$ cat src/rtl/dtlb_buffer.sv
// Data-side TLB buffer between M1 and the shared main TLB. Hits and unmapped accesses
// translate combinationally; a miss stalls M1 and runs a query/fill handshake.
`ifndef NO_EX
`define NO_EX              5'h1f
`endif
`ifndef DTLB_EX_Modified
`define DTLB_EX_Modified   5'h01
`endif
`ifndef DTLB_EX_RD_Refill
`define DTLB_EX_RD_Refill  5'h02
`endif
`ifndef DTLB_EX_WR_Refill
`define DTLB_EX_WR_Refill  5'h03
`endif
`ifndef DTLB_EX_RD_Invalid
`define DTLB_EX_RD_Invalid 5'h04
`endif
`ifndef DTLB_EX_WR_Invalid
`define DTLB_EX_WR_Invalid 5'h05
`endif

module dtlb_buffer #(
    parameter int unsigned ENTRIES = 4,
    parameter int unsigned IDX_W   = $clog2(ENTRIES)
) (
    input  logic        clk,
    input  logic        resetn,
    input  logic        req_valid,
    input  logic [31:0] req_vaddr,
    input  logic        req_load,
    input  logic        req_store,
    input  logic [7:0]  cur_asid,
    input  logic        flush,
    output logic        stall,
    output logic [19:0] paddr_tag,
    output logic        uncache,
    output logic        ex,
    output logic [4:0]  exctype,
    output logic        tlb_q_valid,
    output logic [18:0] tlb_q_vpn2,
    output logic [7:0]  tlb_q_asid,
    input  logic        tlb_r_valid,
    input  logic        tlb_r_found,
    input  logic [19:0] tlb_r_pfn0,
    input  logic [19:0] tlb_r_pfn1,
    input  logic [2:0]  tlb_r_c0,
    input  logic [2:0]  tlb_r_c1,
    input  logic        tlb_r_d0,
    input  logic        tlb_r_v0,
    input  logic        tlb_r_d1,
    input  logic        tlb_r_v1,
    input  logic        tlb_r_g
);

    typedef enum logic [1:0] {StIdle, StQuery, StMiss} state_e;

    state_e             state_q;
    logic [ENTRIES-1:0] valid_q;
    logic [IDX_W-1:0]   rr_q;
    logic [18:0]        q_vpn2_q;
    logic [7:0]         q_asid_q;

    logic [18:0]        vpn2_q [ENTRIES];
    logic [7:0]         asid_q [ENTRIES];
    logic [19:0]        pfn0_q [ENTRIES];
    logic [19:0]        pfn1_q [ENTRIES];
    logic [2:0]         c0_q   [ENTRIES];
    logic [2:0]         c1_q   [ENTRIES];
    logic [ENTRIES-1:0] g_q, d0_q, d1_q, v0_q, v1_q;

    logic               act, unmapped, hit, all_valid, miss_start, fill_en;
    logic [ENTRIES-1:0] hit_vec;
    logic [IDX_W-1:0]   hit_idx, victim_idx;
    logic [19:0]        sel_pfn;
    logic [2:0]         sel_c;
    logic               sel_d, sel_v;
    logic               unused_vaddr_lo;

    // Outputs stay quiet while reset is held, even with a request present.
    assign act       = resetn & req_valid & (req_load | req_store);
    assign unmapped  = (req_vaddr[31:30] == 2'b10);
    assign all_valid = &valid_q;
    assign unused_vaddr_lo = ^req_vaddr[11:0];

    always_comb begin
        hit_vec = '0;
        hit_idx = '0;
        for (int i = 0; i < int'(ENTRIES); i++) begin
            hit_vec[i] = valid_q[i] && (vpn2_q[i] == req_vaddr[31:13]) &&
                         (g_q[i] || (asid_q[i] == cur_asid));
            if (hit_vec[i]) hit_idx = IDX_W'(i);
        end
    end
    assign hit = |hit_vec;

    // Lowest-index free slot wins; the round-robin pointer only matters when full.
    always_comb begin
        victim_idx = rr_q;
        for (int i = int'(ENTRIES) - 1; i >= 0; i--) begin
            if (!valid_q[i]) victim_idx = IDX_W'(i);
        end
    end

    assign sel_pfn = req_vaddr[12] ? pfn1_q[hit_idx] : pfn0_q[hit_idx];
    assign sel_c   = req_vaddr[12] ? c1_q[hit_idx]   : c0_q[hit_idx];
    assign sel_d   = req_vaddr[12] ? d1_q[hit_idx]   : d0_q[hit_idx];
    assign sel_v   = req_vaddr[12] ? v1_q[hit_idx]   : v0_q[hit_idx];

    always_comb begin
        stall     = 1'b0;
        paddr_tag = '0;
        uncache   = 1'b0;
        ex        = 1'b0;
        exctype   = `NO_EX;
        if (unmapped) begin
            paddr_tag = {3'b000, req_vaddr[28:12]};
            uncache   = req_vaddr[29];
        end else if (hit) begin
            paddr_tag = sel_pfn;
            uncache   = (sel_c == 3'd2);
        end
        if (act) begin
            unique case (state_q)
                StIdle: begin
                    if (!unmapped) begin
                        if (!hit) begin
                            stall = 1'b1;
                        end else if (!sel_v) begin
                            ex      = 1'b1;
                            exctype = req_load ? `DTLB_EX_RD_Invalid : `DTLB_EX_WR_Invalid;
                        end else if (req_store && !sel_d) begin
                            ex      = 1'b1;
                            exctype = `DTLB_EX_Modified;
                        end
                    end
                end
                StQuery: stall = 1'b1;
                StMiss: begin
                    ex      = 1'b1;
                    exctype = req_load ? `DTLB_EX_RD_Refill : `DTLB_EX_WR_Refill;
                end
                default: ;
            endcase
        end
    end

    assign tlb_q_valid = (state_q == StQuery);
    assign tlb_q_vpn2  = q_vpn2_q;
    assign tlb_q_asid  = q_asid_q;

    assign miss_start = act & ~unmapped & ~hit & (state_q == StIdle);
    // A response coinciding with flush is dropped.
    assign fill_en    = (state_q == StQuery) & tlb_r_valid & tlb_r_found & ~flush;

    always_ff @(posedge clk or negedge resetn) begin
        if (!resetn) begin
            state_q  <= StIdle;
            valid_q  <= '0;
            rr_q     <= '0;
            q_vpn2_q <= '0;
            q_asid_q <= '0;
        end else if (flush) begin
            state_q <= StIdle;
            valid_q <= '0;
        end else begin
            unique case (state_q)
                StIdle: begin
                    if (miss_start) begin
                        state_q  <= StQuery;
                        q_vpn2_q <= req_vaddr[31:13];
                        q_asid_q <= cur_asid;
                    end
                end
                StQuery: begin
                    if (tlb_r_valid) begin
                        if (tlb_r_found) begin
                            state_q             <= StIdle;
                            valid_q[victim_idx] <= 1'b1;
                            if (all_valid) rr_q <= rr_q + IDX_W'(1);
                        end else begin
                            state_q <= StMiss;
                        end
                    end
                end
                StMiss: begin
                    if (!act) state_q <= StIdle;
                end
                default: state_q <= StIdle;
            endcase
        end
    end

    // Payload needs no reset: valid_q gates every use.
    always_ff @(posedge clk) begin
        if (fill_en) begin
            vpn2_q[victim_idx] <= q_vpn2_q;
            asid_q[victim_idx] <= q_asid_q;
            pfn0_q[victim_idx] <= tlb_r_pfn0;
            pfn1_q[victim_idx] <= tlb_r_pfn1;
            c0_q[victim_idx]   <= tlb_r_c0;
            c1_q[victim_idx]   <= tlb_r_c1;
            g_q[victim_idx]    <= tlb_r_g;
            d0_q[victim_idx]   <= tlb_r_d0;
            d1_q[victim_idx]   <= tlb_r_d1;
            v0_q[victim_idx]   <= tlb_r_v0;
            v1_q[victim_idx]   <= tlb_r_v1;
        end
    end

endmodule

$ cat config.mk
export PLATFORM = sky130hd
export DESIGN_NAME = dtlb_buffer
export DESIGN_NICKNAME = d
export VERILOG_FILES = /design/src/rtl/dtlb_buffer.sv
export SDC_FILE = /design/constraint.sdc
export NUM_CORES = 1
export LEC_CHECK = 0
export CORE_MARGIN = 3
export CORE_UTILIZATION = 55
export CTS_BUF_LIST = sky130_fd_sc_hd__clkbuf_16
export DETAILED_ROUTE_END_ITERATION = 7
export GPL_ROUTABILITY_DRIVEN = 0
export PLACE_DENSITY = 0.77
export SLEW_MARGIN = 20
export SYNTH_ARGS = -nofsm -noshare
export SYNTH_HDL_FRONTEND = slang
export SYNTH_SLANG_ARGS = --single-unit
$ cat constraint.sdc
create_clock -name clk -period 14.9 [get_ports clk]
set_input_delay 2.235 -clock clk [delete_from_list [all_inputs] [get_ports clk]]
set_output_delay 2.235 -clock clk [all_outputs]
set_load 0.1 [all_outputs]
==> metrics.md, run 1 <==
| Metric | Value |
|---|---|
| Status | `finished clean` |
| Antenna-violating nets left | `0` |
| Setup ws final | `5.04 ns` |
| Clock share of power | `37.9%` |
| Post-DP Area | `15800 µm²` |
| Crit-path max cell delay | `1.23 ns` |
| Remaining Overflow, GRT | `0` |
| Filler cells | `1697` |
| Fmax | `0.101 GHz` |
| # rows | `58` |
| Initial DRT Pass Iterations | `5` |
| Drt total wl | `31700 µm` |
| Hold Path Sink | `rr_q[1]` |
| Leakage dissipation | `5.59 nW` |
| Synth Flop Type | `edfxtp_1` |
| CP top delay family | `buffers and inverters` |
| CP endpoint kind | `output pin` |
| FFs w/ async S/R, synth | `~10%` |
| Largest net degree at the start of global routing | `88` |
| Die width | `166 µm` |
| CTS tree | `done` |
| Crit share post-route | `66.2%` |
| Critical path required time | `12.66 ns` |
| Max-Cap Viols | `0` |
| Vias per cell | `a little under 6` |
| N_diodes | `0` |
| Total Power | `about 2.3 mW` |
| CTS resizes | `0` |
| WL per Instance | `22.8 µm` |
| Synth Area per Inst | `15.6 µm²` |
| Startpoint class of the critical path | `primary input` |
| Synth Area in Compound Gates | `under 10%` |
| Vias in the first global route | `8494` |
| Hold_buf cts | `0` |
| Reg power frac | `49.3%` |
| Largest family of logic cells by synthesized area | `XOR/XNOR gates` |
| HP Start | `rr_q[1]` |
| Flops & latches, synth | `between 300 and 400` |
| Unrepaired setup endpoints after global routing | `no` |
| Worst Hold Class | `flop to flop` |
| Floorplan Core Area | `~25000 µm²` |
| Port bufs | `142` |
| Area of the die | `27600 µm²` |
| CP max stage cell | `clkdlybuf4s50_1` |
| Pre-CTS WS | `a little over 5 ns` |
| Layout area overhead | `20.0%` |
| R2r endpoint | `tlb_q_vpn2[8]` |
| Design area | `16900 µm²` |
| Commonest non-fill, non-tap cells in the layout | `312 x edfxtp_1, 141 x clkdlybuf4s50_1, 87 x xor2_1` |
| CTS max path bufs | `3` |
| CTS Root Cell | `clkbuf_16` |
| Most common cell after layout, fill and taps aside | `edfxtp_1` |
| Worst Hold Depth | `1` |
| Comb power frac | `12.9%` |
| Cell taking the most area after synthesis | `edfxtp_1` |
| Path depth of the worst reg2reg path | `8` |
| Arrival @ worst endpoint | `7.62 ns` |
| Num ports | `155` |
| Clk sinks | `347` |
| Fraction of layout cells with a size suffix above 1 | `10.0%` |
| Fin cells | `1388` |
| NetSw | `0.608 mW` |
| PwrDens | `136 nW/µm²` |
| CP Cell Sequence | `clkdlybuf4s50_1, xnor2_2, nand4_1, or4b_1, or3_2, buf_4, nand4b_1, nand3_1, o221ai_1, clkdlybuf4s50_1` |
| Global-route wire length before repair | `a little under 50000 µm` |
| Netlist cell types | `53` |
| Max VDD drop | `0.115 mV` |
| Setup Crit Path Kind | `primary input to output pin` |
| Clk_lat worst skew | `0.51 ns` |
| Post-Synth Simple-Gate Area | `5.95%` |
| Worst path bufs/invs | `3` |
| Sw Share | `26.3%` |
| Fin. max-slew vios | `0` |
| Syn nets | `roughly 1000` |
| R2R Setup Slk | `11.09 ns` |
| Mux cell area share after synthesis | `under 10%` |
| Initial Utilization | `56.1%` |
| DRC | `0` |
| CP Max Fanout | `87` |
| Clock skew | `0.00789 ns` |
| Worst-Margin Slew | `between 1 and 1.5 ns` |
| Setup TNS | `0 ns` |
| Register area share after synthesis | `72.6%` |
| R2r startpoint | `asid_q[1][0]` |
| Cells after Synth | `905` |
| H-tree levels | `2` |
| Total count of hold-check failures in the final report | `0` |
| Number of placed instances, taps included | `1324` |
| Post-DP HPWL | `19700 µm` |
| Cell internal pwr | `1.70 mW` |
| Clk slew on worst S/H paths | `0.06 ns` |
| Post-CTS setup buffers | `0` |
| Synth area leaders | `edfxtp_1 66%, dfrtp_1 6.2%, xor2_1 5.4%, mux2i_1 3.1%, a21oi_1 2.8%` |
| Synth Area in Adders | `0%` |
| Mapped Area | `14100 µm²` |
| Via count | `8267` |
| Syn. warnings | `0` |
| Synth Area in XOR/XNOR | `about 7.0%` |
| Setup Viol. Count Final | `0` |
| Number of synthesized flops with an enable pin | `312` |
| Layout net count | `1132` |
| Die height | `166 µm` |
| Area share of the largest cell type after synthesis | `between 60% and 70%` |
| Initial antenna violation count | `0` |
| Initial DRC Count | `roughly 740` |
| Crit path top cell by count | `clkdlybuf4s50_1` |
| GR Util All Layers | `22.5%` |
| CTS Buf Count | `36` |
| Slew margin rel. | `27.4%` |
| Min Tclk post-route | `9.86 ns` |
[worst max path at each step]
stage                  startpoint            end  slack [ns]  depth (start not counted)
floorplan           req_vaddr[19]  paddr_tag[17]        6.19                         11
finish              req_vaddr[15]  paddr_tag[16]        5.04                         10
CTS                 req_vaddr[15]  paddr_tag[16]        5.13                         10
global placement    req_vaddr[15]  paddr_tag[16]        5.17                         10
global route        req_vaddr[17]        uncache        4.93                         11
detailed placement  req_vaddr[15]  paddr_tag[16]        5.16                         10
[kinds of logic (layout without fill, tap and decap cells)]
logic type	after synthesis	in the layout
compound gates	160	160
xor+xnor	110	110
buf+inv	67	220
flops	347	347
mux	73	73
simple gates	148	148
[area by class of cell]
| cell class | instances | area, µm² | area share (%) |
|---|---|---|---|
| clock buffers | 37 | 926 | 5.46 |
| clock inverters | 26 | 229 | 1.35 |
| inverters | 4 | 15.0 | 0.0886 |
| multi-input cells | 491 | 3600 | 21.2 |
| flip-flops and latches | 347 | 10200 | 60.5 |
| well taps | 330 | 413 | 2.44 |
| repair buffers | 153 | 1520 | 8.96 |
[flip-flops by register name, summed over array words and instances (netlist names)]
name        count
vpn2_q         76
d1_q            4
c1_q           12
rr_q            2
tlb_q_asid      8
tlb_q_vpn2     19
c0_q           12
g_q             4
v0_q            4
asid_q         32
v1_q            4
pfn1_q         80
pfn0_q         80
valid_q         4
state_q         2
d0_q            4
[power groups by stage]
stage / sequential (mW) / clock, mW / combinational [mW]
floorplan: 1.29 / 0 / 0.0661
global placement: 1.16 / 0 / 0.294
detailed placement: 1.16 / 0 / 0.297
CTS: 1.14 / 0.885 / 0.298
global route: 1.14 / 0.929 / 0.306
finish: 1.14 / 0.875 / 0.297
[synthesized netlist by cell type, types with 11 or more instances]
| master | instances |
|---|---|
| nand2_1 | 31 |
| edfxtp_1 | 312 |
| nor2_1 | 18 |
| a21oi_1 | 79 |
| o221ai_1 | 16 |
| nand3_1 | 11 |
| clkbuf_1 | 26 |
| buf_2 | 30 |
| xor2_1 | 87 |
| mux2_2 | 26 |
| dfrtp_1 | 35 |
| o21ai_0 | 36 |
| mux2i_1 | 44 |
| xnor2_1 | 19 |
| nor4_1 | 38 |
[per-layer routing]
layer | part of all wire (%) | track usage [%]
met1 | 39 | 29.0
met2 | 51 | 38.4
met3 | 7.4 | 5.09
met4 | 2.7 | 7.42
met5 | 0 | 0
[per-stage QoR]
stage	hold WS (ns)	util [%]
global placement	0.464	62.6
finish	0.477	67.3
detailed placement	0.465	62.6
global route	0.508	67.3
floorplan	0.445	-
CTS	0.476	67.2
[worst reg2reg max path, stage by stage (launching register included)]
cell and delay (ns):
edfxtp_1 0.38, xor2_1 0.22, nor4_1 0.08, a21oi_1 0.36, nor3_1 0.28, nor4_1 0.62, nand2_1 0.25, or4_2 1.03
mux2_1 0.48
Note: power is estimated with default switching activity, not from simulation.
==> run 2: changes to the inputs <==
Settings changed: CORE_UTILIZATION 55 to 51, PLACE_DENSITY 0.77 to 0.75.
Clock period 14.9 ns to 8.84 ns, I/O delays scaled along.
==> metrics.md, run 2 (synthesized netlist as in run 1, its figures left out) <==
| Metric | Value |
|---|---|
| Status | `finished clean` |
| Comb power frac | `13.2%` |
| Filler cells | `between 1500 and 2000` |
| WL per Instance | `22.2 µm` |
| Layout net count | `1134` |
| Floorplan Core Area | `27100 µm²` |
| Initial antenna violation count | `2` |
| Initial DRC Count | `712` |
| CTS tree | `done` |
| Max-Cap Viols | `0` |
| Arrival @ worst endpoint | `6.17 ns` |
| Num ports | `155` |
| Clk sinks | `347` |
| GR Util All Layers | `21.4%` |
| Multi-input logic area | `around 3600 µm²` |
| Initial DRT Pass Iterations | `5` |
| Total count of hold-check failures in the final report | `0` |
| Critical path required time | `around 7.5 ns` |
| Setup Viol. Count Final | `0` |
| Commonest non-fill, non-tap cells in the layout | `312 x edfxtp_1, 124 x clkdlybuf4s50_1, 87 x xor2_1` |
| Crit share post-route | `84.8%` |
| Post-DP HPWL | `20500 µm` |
| Register Area | `10200 µm²` |
| Clk_lat worst skew | `0.51 ns` |
| PwrDens | `approximately 230 nW/µm²` |
| Hold_buf cts | `0` |
| H-tree levels | `2` |
| Slew margin rel. | `27.1%` |
| M1 GR Usage | `between 20% and 30%` |
| Clk slew on worst S/H paths | `0.05 ns` |
| Setup TNS | `0 ns` |
| Worst-Margin Slew | `1.09 ns` |
| Clock skew | `0.0185 ns` |
| Remaining Overflow, GRT | `0` |
| CTS Buf Count | `36` |
| Reg power frac | `50.2%` |
| M2 GR Usage | `34.8%` |
| Startpoint class of the critical path | `primary input` |
| Area of the die | `29700 µm²` |
| Hold WS | `0.491 ns` |
| M3 GR Usage | `approximately 4.2%` |
| Largest net degree at the start of global routing | `70` |
| Most common cell after layout, fill and taps aside | `edfxtp_1` |
| CP Max Fanout | `18` |
| NetSw | `between 1 and 1.5 mW` |
| Port bufs | `142` |
| Setup Crit Path Kind | `primary input to output pin` |
| CTS Root Cell | `clkbuf_16` |
| CTS max path bufs | `3` |
| Via count | `8263` |
| Sw Share | `26.6%` |
| Cell internal pwr | `2.80 mW` |
| Vias per cell | `roughly 5.8` |
| # rows | `60` |
| Unrepaired setup endpoints after global routing | `no` |
| Initial Utilization | `approximately 52%` |
| Critical path endpoint | `paddr_tag[0]` |
| Top Registers | `pfn0_q x80, pfn1_q x80, vpn2_q x76` |
| GRT Max-Usage Layer | `met2` |
| Post-CTS setup buffers | `0` |
| CP endpoint kind | `output pin` |
| Clock share of power | `36.6%` |
| Fraction of layout cells with a size suffix above 1 | `11.3%` |
| Fmax | `0.133 GHz` |
| R2r endpoint | `tlb_q_vpn2[6]` |
| Fin. max-slew vios | `0` |
| Max VDD drop | `0.172 mV` |
| Min Tclk post-route | `7.50 ns` |
| R2R Setup Slk | `between 5 and 6 ns` |
| DRC | `0` |
| CTS resizes | `0` |
| Die width | `172 µm` |
| Layout area overhead | `19.8%` |
| Beginning of the critical path | `req_vaddr[31]` |
| R2r startpoint | `vpn2_q[1][4]` |
| Antenna-violating nets left | `0` |
| Path depth of the worst reg2reg path | `9` |
| Drt total wl | `31800 µm` |
| Die height | `172 µm` |
| Leakage dissipation | `roughly 5.6 nW` |
| Vias in the first global route | `8327` |
| Worst Hold Class | `flop to flop` |
| Global-route wire length before repair | `47900 µm` |
==> run 2: changes by cell type in the layout (fill, tap and decap cells not counted), moves of 3 or more <==
cell,delta
clkinvlp_4,-3
inv_1,+5
clkdlybuf4s50_1,-17
buf_4,+19
bufinv_16,-3
==> run 2: metal layers <==
metal / wire, µm / part of all wire (%) / up-vias
met3: 2330 / 7.3 / 64
met2: 15500 / 49 / 349
met1: 13000 / 41 / 4104
met4: 958 / 3.0 / 2
li1: - / - / 3744
met5: 9 / 0.028 / -
==> run 2: layout make-up <==
| class | count | share of cell area (%) |
|---|---|---|
| Antenna cell | 1 | 0.0148 |
| Clock buffer | 38 | 5.62 |
| Clock inverter | 25 | 0.865 |
| Inverter | 4 | 0.0888 |
| Multi-Input combinational cell | 491 | 21.3 |
| Sequential cell | 347 | 60.6 |
| Tap cell | 372 | 2.75 |
| Timing Repair Buffer | 155 | 8.82 |
==> run 2: worst min-delay path by stage <==
stage / start / end / slack (ns) / cells past startpoint
floorplan: rr_q[1] / rr_q[1] / 0.45 / 1
global placement: rr_q[1] / rr_q[1] / 0.47 / 1
detailed placement: rr_q[1] / rr_q[1] / 0.47 / 1
CTS: rr_q[1] / rr_q[1] / 0.49 / 1
global route: rr_q[1] / rr_q[1] / 0.51 / 1
finish: rr_q[1] / rr_q[1] / 0.49 / 1
==> run 2: power groups by stage <==
stage | Combinational (mW) | Sequential [mW] | Clock (mW)
finish | 0.503 | 1.91 | 1.39
floorplan | 0.111 | 2.17 | 0
CTS | 0.505 | 1.91 | 1.42
global route | 0.520 | 1.92 | 1.48
detailed placement | 0.504 | 1.95 | 0
global placement | 0.500 | 1.95 | 0
==> run 2: through the flow <==
step	power, mW	cells	setup WS [ns]	util [%]	cell area, µm²
2_1_floorplan	2.28	905	1.95	-	14100
3_3_place_gp	2.45	1368	1.48	58.3	15800
3_5_place_dp	2.45	1368	1.46	58.3	15800
4_1_cts	3.84	1431	1.44	62.3	16900
5_1_grt	3.93	1433	1.30	62.4	16900
6_report	3.81	1433	1.34	62.4	16900
==> run 2: worst max-delay path: stages <==
cell and delay (ns):
clkdlybuf4s50_1 0.66, xor2_1 0.29, nor4_1 0.35, nand3_1 0.19, nor3_1 0.77, nor4_1 0.22, or3_1 0.73, o22ai_1 0.43
clkdlybuf4s50_1 1.20
==> run 3: changes to the inputs <==
Settings changed: CORE_UTILIZATION 51 to 55, PLACE_DENSITY 0.75 to 0.77.
Clock period 8.84 ns to 7.35 ns, I/O delays scaled along.
==> metrics.md, run 3 (synthesized netlist as in run 1, its figures left out) <==
| Metric | Value |
|---|---|
| Fin. max-slew vios | `0` |
| Hold Path Sink | `rr_q[1]` |
| Area of the die | `27600 µm²` |
| Total Power | `around 4.6 mW` |
| Leakage dissipation | `approximately 5.7 nW` |
| Setup Crit Path Kind | `primary input to output pin` |
| Initial antenna violation count | `4` |
| Worst Hold Depth | `1` |
| R2r startpoint | `asid_q[1][2]` |
| Slew margin rel. | `between 20 and 30%` |
| Remaining Overflow, GRT | `0` |
| Most common cell after layout, fill and taps aside | `edfxtp_1` |
| Arrival @ worst endpoint | `4.91 ns` |
| Largest net degree at the start of global routing | `67` |
| Vias per cell | `slightly below 6` |
| Floorplan Core Area | `25200 µm²` |
| Layout net count | `1135` |
| CTS max path bufs | `3` |
| Hold_buf cts | `0` |
| Antenna-violating nets left | `0` |
| CP Max Fanout | `26` |
| Clk_lat worst skew | `approximately 0.52 ns` |
| Max VDD drop | `roughly 0.22 mV` |
| Clock skew | `0.0171 ns` |
| Top Registers | `pfn0_q x80, pfn1_q x80, vpn2_q x76` |
| Layout area overhead | `19.6%` |
| Status | `finished clean` |
| Die width | `166 µm` |
| Setup ws final | `1.33 ns` |
| Crit share post-route | `81.8%` |
| Worst-Margin Slew | `1.07 ns` |
| Fraction of layout cells with a size suffix above 1 | `12.8%` |
| Number of placed instances, taps included | `1328` |
| Clk slew on worst S/H paths | `0.06 ns` |
| Clk sinks | `about 350` |
| Drt total wl | `31300 µm` |
| Fmax | `around 0.17 GHz` |
| CTS resizes | `0` |
| Startpoint class of the critical path | `primary input` |
| Post-Route Utilization | `67.1%` |
| Port bufs | `142` |
| Hold WS | `approximately 0.48 ns` |
| Min Tclk post-route | `6.02 ns` |
| Vias in the first global route | `between 8000 and 9000` |
| Initial DRC Count | `between 700 and 800` |
| Commonest non-fill, non-tap cells in the layout | `312 x edfxtp_1, 113 x clkdlybuf4s50_1, 87 x xor2_1` |
| DRC | `0` |
| Critical path required time | `6.25 ns` |
| # rows | `58` |
| Die height | `166 µm` |
| Post-DP HPWL | `19800 µm` |
| HP Start | `rr_q[1]` |
| H-tree levels | `2` |
| Post-DP Area | `between 15000 and 20000 µm²` |
| Design area | `16900 µm²` |
| R2r endpoint | `tlb_q_vpn2[8]` |
| Initial Utilization | `56.1%` |
| Global-route wire length before repair | `just under 50000 µm` |
| Initial DRT Pass Iterations | `6` |
| Max-Cap Viols | `0` |
| Setup Viol. Count Final | `0` |
| Fin cells | `between 1000 and 1500` |
| Setup TNS | `0 ns` |
| CTS Buf Count | `36` |
| WL per Instance | `approximately 22 µm` |
| Via count | `8230` |
| Worst Hold Class | `flop to flop` |
| GR Util All Layers | `22.4%` |
| Beginning of the critical path | `req_vaddr[31]` |
| CTS tree | `done` |
| Total count of hold-check failures in the final report | `0` |
| Post-CTS setup buffers | `0` |
| PwrDens | `275 nW/µm²` |
| CP endpoint kind | `output pin` |
| CTS Root Cell | `clkbuf_16` |
| Num ports | `roughly 160` |
| Unrepaired setup endpoints after global routing | `no` |
| Path depth of the worst reg2reg path | `9` |
| Pre-CTS WS | `about 1.4 ns` |
| R2R Setup Slk | `3.58 ns` |
## run 3: changes by cell type in the layout (fill, tap and decap cells not counted), sizes merged
cell and change:
buf +12, clkdlybuf4s50 -11, clkbuf -1, inv -1
clkinvlp +1, bufinv +2, diode +1, clkinv +2
## run 3: worst max path at each step
stage | end | slack (ns) | depth (start not counted)
2_1_floorplan | asid_q[0][0] | 0.79 | 4
3_3_place_gp | uncache | 1.39 | 11
3_5_place_dp | exctype[1] | 1.39 | 10
4_1_cts | exctype[1] | 1.35 | 10
5_1_grt | paddr_tag[17] | 1.13 | 11
6_report | exctype[1] | 1.33 | 10
## run 3: critical path, stage by stage
cell             delay, ns
clkdlybuf4s50_1       0.66
xnor2_1               0.40
nand2_1               0.09
or4b_1                0.51
or3_2                 0.71
and2_4                0.29
a211o_1               0.33
o221a_2               0.15
or4_1                 0.41
buf_4                 0.25
## run 3: report_power, final
part / switching, mW / total (mW) / internal, mW
registers: 0.0717 / 2.31 / 2.23
logic: 0.438 / 0.600 / 0.162
clock network: 0.718 / 1.74 / 1.02
## run 3: cell type report
| cell class | count | area, µm² |
|---|---|---|
| Antenna cell | 2 | 5.00 |
| Clock buffer | 37 | 926 |
| Clock inverter | 29 | 209 |
| Fill cell | 1708 | 8290 |
| Inverter | 4 | 15.0 |
| Multi-Input combinational cell | 491 | 3600 |
| Sequential cell | 347 | 10200 |
| Tap cell | 330 | 413 |
| Timing Repair Buffer | 156 | 1480 |
## run 3: layer usage
| layer | GRT usage (%) | routed length (µm) | share of wire [%] | up-vias |
|---|---|---|---|---|
| li1 | - | - | - | 3749 |
| met1 | 28.9 | 12500 | 40 | 4075 |
| met2 | 38.1 | 15500 | 49 | 319 |
| met3 | 4.83 | 2350 | 7.5 | 81 |
| met4 | 7.68 | 986 | 3.1 | 6 |
| met5 | 0 | 42 | 0.13 | - |
